$ cat config.mk
export PLATFORM = sky130hd
export DESIGN_NAME = lock_ctrl
export DESIGN_NICKNAME = d
export VERILOG_FILES = /design/src/rtl/lock_ctrl.sv
export SDC_FILE = /design/constraint.sdc
export NUM_CORES = 1
export LEC_CHECK = 0
export BUFFER_PORTS_ARGS = -buffer_cell sky130_fd_sc_hd__buf_2
export CAP_MARGIN = 40
export CORE_UTILIZATION = 62
export CTS_BUF_LIST = sky130_fd_sc_hd__clkbuf_4 sky130_fd_sc_hd__clkbuf_8
export DETAILED_ROUTE_END_ITERATION = 16
export GPL_TIMING_DRIVEN = 0
export PLACE_DENSITY = 0.93
export SYNTH_ARGS = -nofsm -noshare
export SYNTH_HDL_FRONTEND = slang
export SYNTH_SLANG_ARGS = --single-unit
$ cat constraint.sdc
create_clock -name clk -period 3.05 [get_ports clk]
set_input_delay 0.1525 -clock clk [delete_from_list [all_inputs] [get_ports clk]]
set_output_delay 0.1525 -clock clk [all_outputs]
set_load 0.01 [all_outputs]
$ cat src/rtl/lock_ctrl.sv
// Keypad combination-lock sequencer: collects four digits, checks them against the password, and times unlock/lockout.
// Optional password change from the OPEN state is enabled by defining LOCK_CTRL_CHANGE_PW_EN.
module lock_ctrl #(
  parameter logic [15:0] PASSWORD    = 16'h1234,
  parameter int          MAX_WRONG   = 3,
  parameter logic [31:0] OPEN_CYCLES = 32'd50_000_000,
  parameter logic [31:0] LOCK_CYCLES = 32'd250_000_000
) (
  input  logic       clk,
  input  logic       rst_n,
  input  logic       key_valid,
  input  logic [3:0] key_code,
  output logic [3:0] seg_1,
  output logic [3:0] seg_2,
  output logic [3:0] seg_3,
  output logic [3:0] seg_4,
  output logic [3:0] count_wrong,
  output logic       unlocked,
  output logic       alarm,
  output logic [2:0] dbg_state
);

  localparam logic [2:0] S_IDLE    = 3'd0;
  localparam logic [2:0] S_ENTRY   = 3'd1;
  localparam logic [2:0] S_CHECK   = 3'd2;
  localparam logic [2:0] S_OPEN    = 3'd3;
  localparam logic [2:0] S_LOCKOUT = 3'd4;
`ifdef LOCK_CTRL_CHANGE_PW_EN
  localparam logic [2:0] S_SETPW   = 3'd5;
  localparam logic [3:0] K_SET     = 4'd12;
`endif

  localparam logic [3:0] BLANK   = 4'hF;
  localparam logic [3:0] K_CLEAR = 4'd10;
  localparam logic [3:0] K_ENTER = 4'd11;
  localparam logic [3:0] MAX_W   = 4'(MAX_WRONG);

  logic [2:0]  state;
  logic [2:0]  idx;
  logic [31:0] timer;
  logic [3:0]  seg [4];
  logic [15:0] pw;
  logic [15:0] entered;
  logic [3:0]  cw_inc;
  logic        is_digit, is_clear, is_enter, is_set;
  logic        open_done, lock_done, full;

  always_comb begin
    is_digit  = key_valid && (key_code <= 4'd9);
    is_clear  = key_valid && (key_code == K_CLEAR);
    is_enter  = key_valid && (key_code == K_ENTER);
`ifdef LOCK_CTRL_CHANGE_PW_EN
    is_set    = key_valid && (key_code == K_SET);
`else
    is_set    = 1'b0;
`endif
    entered   = {seg[0], seg[1], seg[2], seg[3]};
    cw_inc    = count_wrong + 4'd1;
    full      = (idx == 3'd4);
    open_done = (timer == OPEN_CYCLES - 32'd1);
    lock_done = (timer == LOCK_CYCLES - 32'd1);
  end

`ifndef LOCK_CTRL_CHANGE_PW_EN
  assign pw = PASSWORD;
`endif

  // Single register block; every key decision is registered, so outputs never see key inputs combinationally.
  always_ff @(posedge clk or negedge rst_n) begin
    if (!rst_n) begin
      state       <= S_IDLE;
      idx         <= 3'd0;
      timer       <= 32'd0;
      for (int i = 0; i < 4; i++) seg[i] <= BLANK;
      count_wrong <= 4'd0;
      unlocked    <= 1'b0;
      alarm       <= 1'b0;
`ifdef LOCK_CTRL_CHANGE_PW_EN
      pw          <= PASSWORD;
`endif
    end else begin
      case (state)
        S_IDLE, S_ENTRY: begin
          if (is_digit && !full) begin
            seg[idx[1:0]] <= key_code;
            idx           <= idx + 3'd1;
            state         <= S_ENTRY;
          end else if (is_clear) begin
            for (int i = 0; i < 4; i++) seg[i] <= BLANK;
            idx   <= 3'd0;
            state <= S_IDLE;
          end else if (is_enter && full) begin
            state <= S_CHECK;
          end
        end

        // Keys are deliberately not looked at here, so a strobe during CHECK is dropped.
        S_CHECK: begin
          if (entered == pw) begin
            state       <= S_OPEN;
            count_wrong <= 4'd0;
            unlocked    <= 1'b1;
            timer       <= 32'd0;
          end else begin
            for (int i = 0; i < 4; i++) seg[i] <= BLANK;
            idx <= 3'd0;
            if (cw_inc < MAX_W) begin
              count_wrong <= cw_inc;
              state       <= S_IDLE;
            end else begin
              count_wrong <= MAX_W;
              alarm       <= 1'b1;
              timer       <= 32'd0;
              state       <= S_LOCKOUT;
            end
          end
        end

        S_OPEN: begin
          if (open_done || is_clear) begin
            unlocked <= 1'b0;
            for (int i = 0; i < 4; i++) seg[i] <= BLANK;
            idx   <= 3'd0;
            timer <= 32'd0;
            state <= S_IDLE;
`ifdef LOCK_CTRL_CHANGE_PW_EN
          end else if (is_set) begin
            for (int i = 0; i < 4; i++) seg[i] <= BLANK;
            idx   <= 3'd0;
            state <= S_SETPW;
`endif
          end else begin
            timer <= timer + 32'd1;
          end
        end

        S_LOCKOUT: begin
          if (lock_done) begin
            alarm       <= 1'b0;
            count_wrong <= 4'd0;
            timer       <= 32'd0;
            state       <= S_IDLE;
          end else begin
            timer <= timer + 32'd1;
          end
        end

`ifdef LOCK_CTRL_CHANGE_PW_EN
        // Timer is frozen while the new password is being typed; unlocked stays asserted.
        S_SETPW: begin
          if (is_digit && !full) begin
            seg[idx[1:0]] <= key_code;
            idx           <= idx + 3'd1;
          end else if (is_clear) begin
            for (int i = 0; i < 4; i++) seg[i] <= BLANK;
            idx <= 3'd0;
          end else if (is_enter && full) begin
            pw    <= entered;
            timer <= 32'd0;
            state <= S_OPEN;
          end
        end
`endif

        default: state <= S_IDLE;
      endcase
    end
  end

  assign seg_1     = seg[0];
  assign seg_2     = seg[1];
  assign seg_3     = seg[2];
  assign seg_4     = seg[3];
  assign dbg_state = state;

  logic unused_ok;
  assign unused_ok = is_set;

endmodule
==> results.py <==
metrics = {
    "timing": {
        "clock_skew_ns": 0.0108,
        "min_period_ns": 2.71,
        "drv_slew": 0,
        "fin_crit_sh_pct": 88.9,
        "max_freq_mhz": 369,
        "setup_viol": 0,
        "rsz0062_at_grt": "false",
        "worst_hold_slack_ns": 0.146,
        "hold_viol": 0,
        "maxSlewHeadroom_pct": 42.9,
        "setup_tns_ns": 0,
        "setup_slack_ns": 0.338,
        "tightest_slew_ns": 0.850,
    },
    "critical_path": {
        "r2r_slack_ns": 0.34,
        "cp-start-kind": "register",
        "reg2reg_from": "timer[0]$_DFFE_PN0P_",
        "crit_required_ns": 3.26,
        "setup.worst_path.end_class": "register",
        "critical_path.max_fanout": 10,
        "r2r_end": "timer[19]$_DFFE_PN0P_",
        "cp.arrival_ns": 2.92,
        "r2r_cells": 10,
        "crit_type": "register to register",
    },
    "logic_synthesis": {
        "synth_nets": 408,
        "synth-seq-cells": 60,
        "ys_seq_area_share_pct": 44.0,
        "ys_warn_count": 0,
        "syn-cell-area_um2": 3460,
        "ys.flop_type": "dfrtp_1",
        "synth_cells": 394,
        "synth_edf_count": 0,
        "async_flop_share_pct": 100,
        "synth.distinct_cells": 54,
        "syn_avg_cell_area_um2": 8.77,
    },
    "cts": {
        "cts.path.max_buffers": 2,
        "cts_setup_buffers": 0,
        "insertion_delay_ns": 0.35,
        "clock_sinks": 60,
        "htree_levels": 3,
        "cts_root_buffer": "clkbuf_8",
        "numCtsBuffers": 9,
        "cts_tree": "built",
        "cts-resized-gates": 0,
        "clk_pin_slew_ns": 0.07,
    },
    "detailed_routing": {
        "avgRoutedWirePerCell_um": 17.8,
        "drt_first_pass_iters": 6,
        "viasPerCell": 6.84,
        "via_count": 3517,
        "wl_um": 9170,
        "drcViolationCount": 0,
        "ant_nets": 0,
        "drt_iter0_drc": 513,
    },
    "final_layout": {
        "regArea_um2": 1520,
        "areaGrowthSynthToFinish_pct": 13.6,
        "nNetsFinal": 453,
        "drive_gt1_share_pct": 18.9,
        "fillerInstances": 370,
        "multiInputGateArea_um2": 1810,
        "antennaDiodeCount": 0,
    },
    "power_and_ir_drop": {
        "p_leak_nw": 1.64,
        "p_per_area_nw_per_um2": 806,
        "total_power_mw": 3.17,
        "peakVddDrop_mv": 0.527,
    },
    "min_path": {
        "hold_path.class": "input port to register",
        "whs_endpoint": "seg_4[1]$_DFFE_PN1P_",
        "min_from": "key_code[1]",
        "hold_depth": 3,
    },
    "place": {
        "numPortBuffers": 31,
        "dp_hpwl_um": 6190,
        "pre_cts_ws_ns": 0.445,
        "gp_congestion": 0.912,
    },
    "floorplanning": {
        "die_y_um": 76.7,
        "start_util_pct": 66.0,
        "die_w_um": 76.7,
        "die-area_um2": 5880,
        "num_rows": 26,
        "design.core.area_um2": 5240,
        "ios": 32,
    },
    "grt": {
        "grt_pass1_wl_um": 15200,
        "grt_max_degree": 40,
        "grt-ovfl-total": 0,
        "first_global_vias": 3309,
        "grt_usage_pct": 33.2,
        "antenna_found_initial": 0,
    },
    "status": {
        "outcome": "completed",
    },
    "flow_run": {
        "cap_violations": 0,
    },
}
-- layout by cell type, fill, tap and decap left out, types with 3 or more instances in the layout --
cell	Yosys	routed
nand4_1	11	11
inv_1	9	9
nor2_1	38	38
mux2i_1	3	3
nand3_1	23	23
a22o_1	3	3
a211oi_1	4	4
ha_1	7	7
and2_1	5	5
o21ai_0	14	14
clkinv_2	0	4
nor4_1	5	5
clkbuf_8	0	10
and3_1	11	11
a21oi_1	38	38
or2_2	5	5
dfrtp_1	44	44
nor3_1	9	9
nor2b_1	4	4
a31oi_1	24	24
clkbuf_1	12	12
nand2_1	38	38
o22ai_1	18	18
nor4b_1	7	7
dfstp_2	16	16
or3_1	3	3
buf_2	6	37
-- synth_stat cells (2+ instances only) --
library cell  instances  area, um2
a211oi_1              4       30.0
nor4_1                5       31.3
buf_2                 6       30.0
and3_1               11       68.8
o31ai_1               2       15.0
nor2b_1               4       25.0
dfstp_2              16        420
nand2_1              38        143
nand3_1              23        115
clkbuf_1             12       45.0
a21o_1                2       15.0
a211o_1               2       17.5
nor3_1                9       45.0
nand2b_1              2       12.5
nand3b_1              2       15.0
a21oi_1              38        190
nor4b_1               7       61.3
o21ai_0              14       70.1
or2_2                 5       31.3
a31oi_1              24        150
dfrtp_1              44       1100
mux2i_1               3       30.0
and4_1                2       17.5
ha_1                  7       87.6
inv_1                 9       33.8
or3_1                 3       18.8
nor2_1               38        143
o21a_1                2       15.0
o22ai_1              18        113
and2_1                5       31.3
a41oi_1               2       17.5
a22o_1                3       26.3
nand4_1              11       68.8
-- layout make-up --
| type | count | share of cell area [%] |
|---|---|---|
| inverter | 9 | 0.860 |
| tap | 70 | 2.23 |
| sequential | 60 | 38.7 |
| clock buffer | 10 | 3.50 |
| buffer | 20 | 2.39 |
| multi-input combinational | 305 | 46.0 |
| clock inverter | 6 | 1.37 |
| timing repair buffer | 34 | 4.91 |
-- how the worst max path moves through the flow --
stage / startpoint / end / slack, ns / cells past startpoint
finish: timer[0]$_DFFE_PN0P_ / timer[19]$_DFFE_PN0P_ / 0.34 / 10
global placement: count_wrong[0]$_DFFE_PN0P_ / timer[23]$_DFFE_PN0P_ / 0.41 / 7
detailed placement: timer[0]$_DFFE_PN0P_ / timer[18]$_DFFE_PN0P_ / 0.45 / 10
global route: timer[0]$_DFFE_PN0P_ / timer[22]$_DFFE_PN0P_ / 0.17 / 10
CTS: timer[0]$_DFFE_PN0P_ / timer[18]$_DFFE_PN0P_ / 0.40 / 10
floorplan: count_wrong[0]$_DFFE_PN0P_ / timer[16]$_DFFE_PN0P_ / 0.80 / 9
-- worst max-delay path, stage by stage, from the launching register on --
cell	delay, ns
dfrtp_1	0.42
ha_1	0.20
and3_1	0.15
clkbuf_1	0.27
nand3_1	0.28
nor3_2	0.37
o22ai_1	0.20
buf_4	0.22
buf_2	0.20
a21oi_1	0.19
a31oi_1	0.06
-- power by group --
group	total (mW)	switching [mW]	leakage [nW]	internal, mW
logic	1.29	0.824	0.773	0.462
clock network	0.723	0.332	0.103	0.391
registers	1.16	0.173	0.766	0.984
-- per-layer routing --
layer	global-route usage [%]	up-vias	part of all wire (%)
met5	0	-	0
li1	-	1563	-
met1	41.5	1634	39
met2	52.5	269	47
met4	19.2	0	3.7
met3	8.10	51	11
-- flip-flops by register name, indices dropped and copies added (netlist names) --
name / count
timer: 32
dbg_state: 3
idx: 3
unlocked: 1
alarm: 1
seg_3: 4
seg_4: 4
seg_1: 4
seg_2: 4
count_wrong: 4
-- per-stage QoR --
stage / std cells / area, um2 / utilization (%)
2_1_floorplan: 394 / 3460 / -
3_3_place_gp: 495 / 3700 / 70.6
3_5_place_dp: 497 / 3730 / 71.1
4_1_cts: 514 / 3930 / 75.0
5_1_grt: 514 / 3930 / 75.0
6_report: 514 / 3930 / 75.0
-- cell families (layout without fill, tap and decap cells) --
| kind of cell | Yosys count | in the layout | share of synthesized area (%) |
|---|---|---|---|
| compound gates | 119 | 119 | 21.6 |
| xor+xnor | 1 | 1 | 0.253 |
| fa+ha+maj | 7 | 7 | 2.53 |
| buf+inv | 29 | 79 | 3.69 |
| flops | 60 | 60 | 44.0 |
| mux | 3 | 3 | 0.869 |
| simple gates | 175 | 175 | 27.0 |
-- what timing repair did --
| action | 4_1_cts | 5_1_grt |
|---|---|---|
| hold endpoints to repair | 19 | 0 |
| setup endpoints to repair | 0 | 0 |
| hold buffers | 1 | 0 |
(Power assumes the default switching activity.)
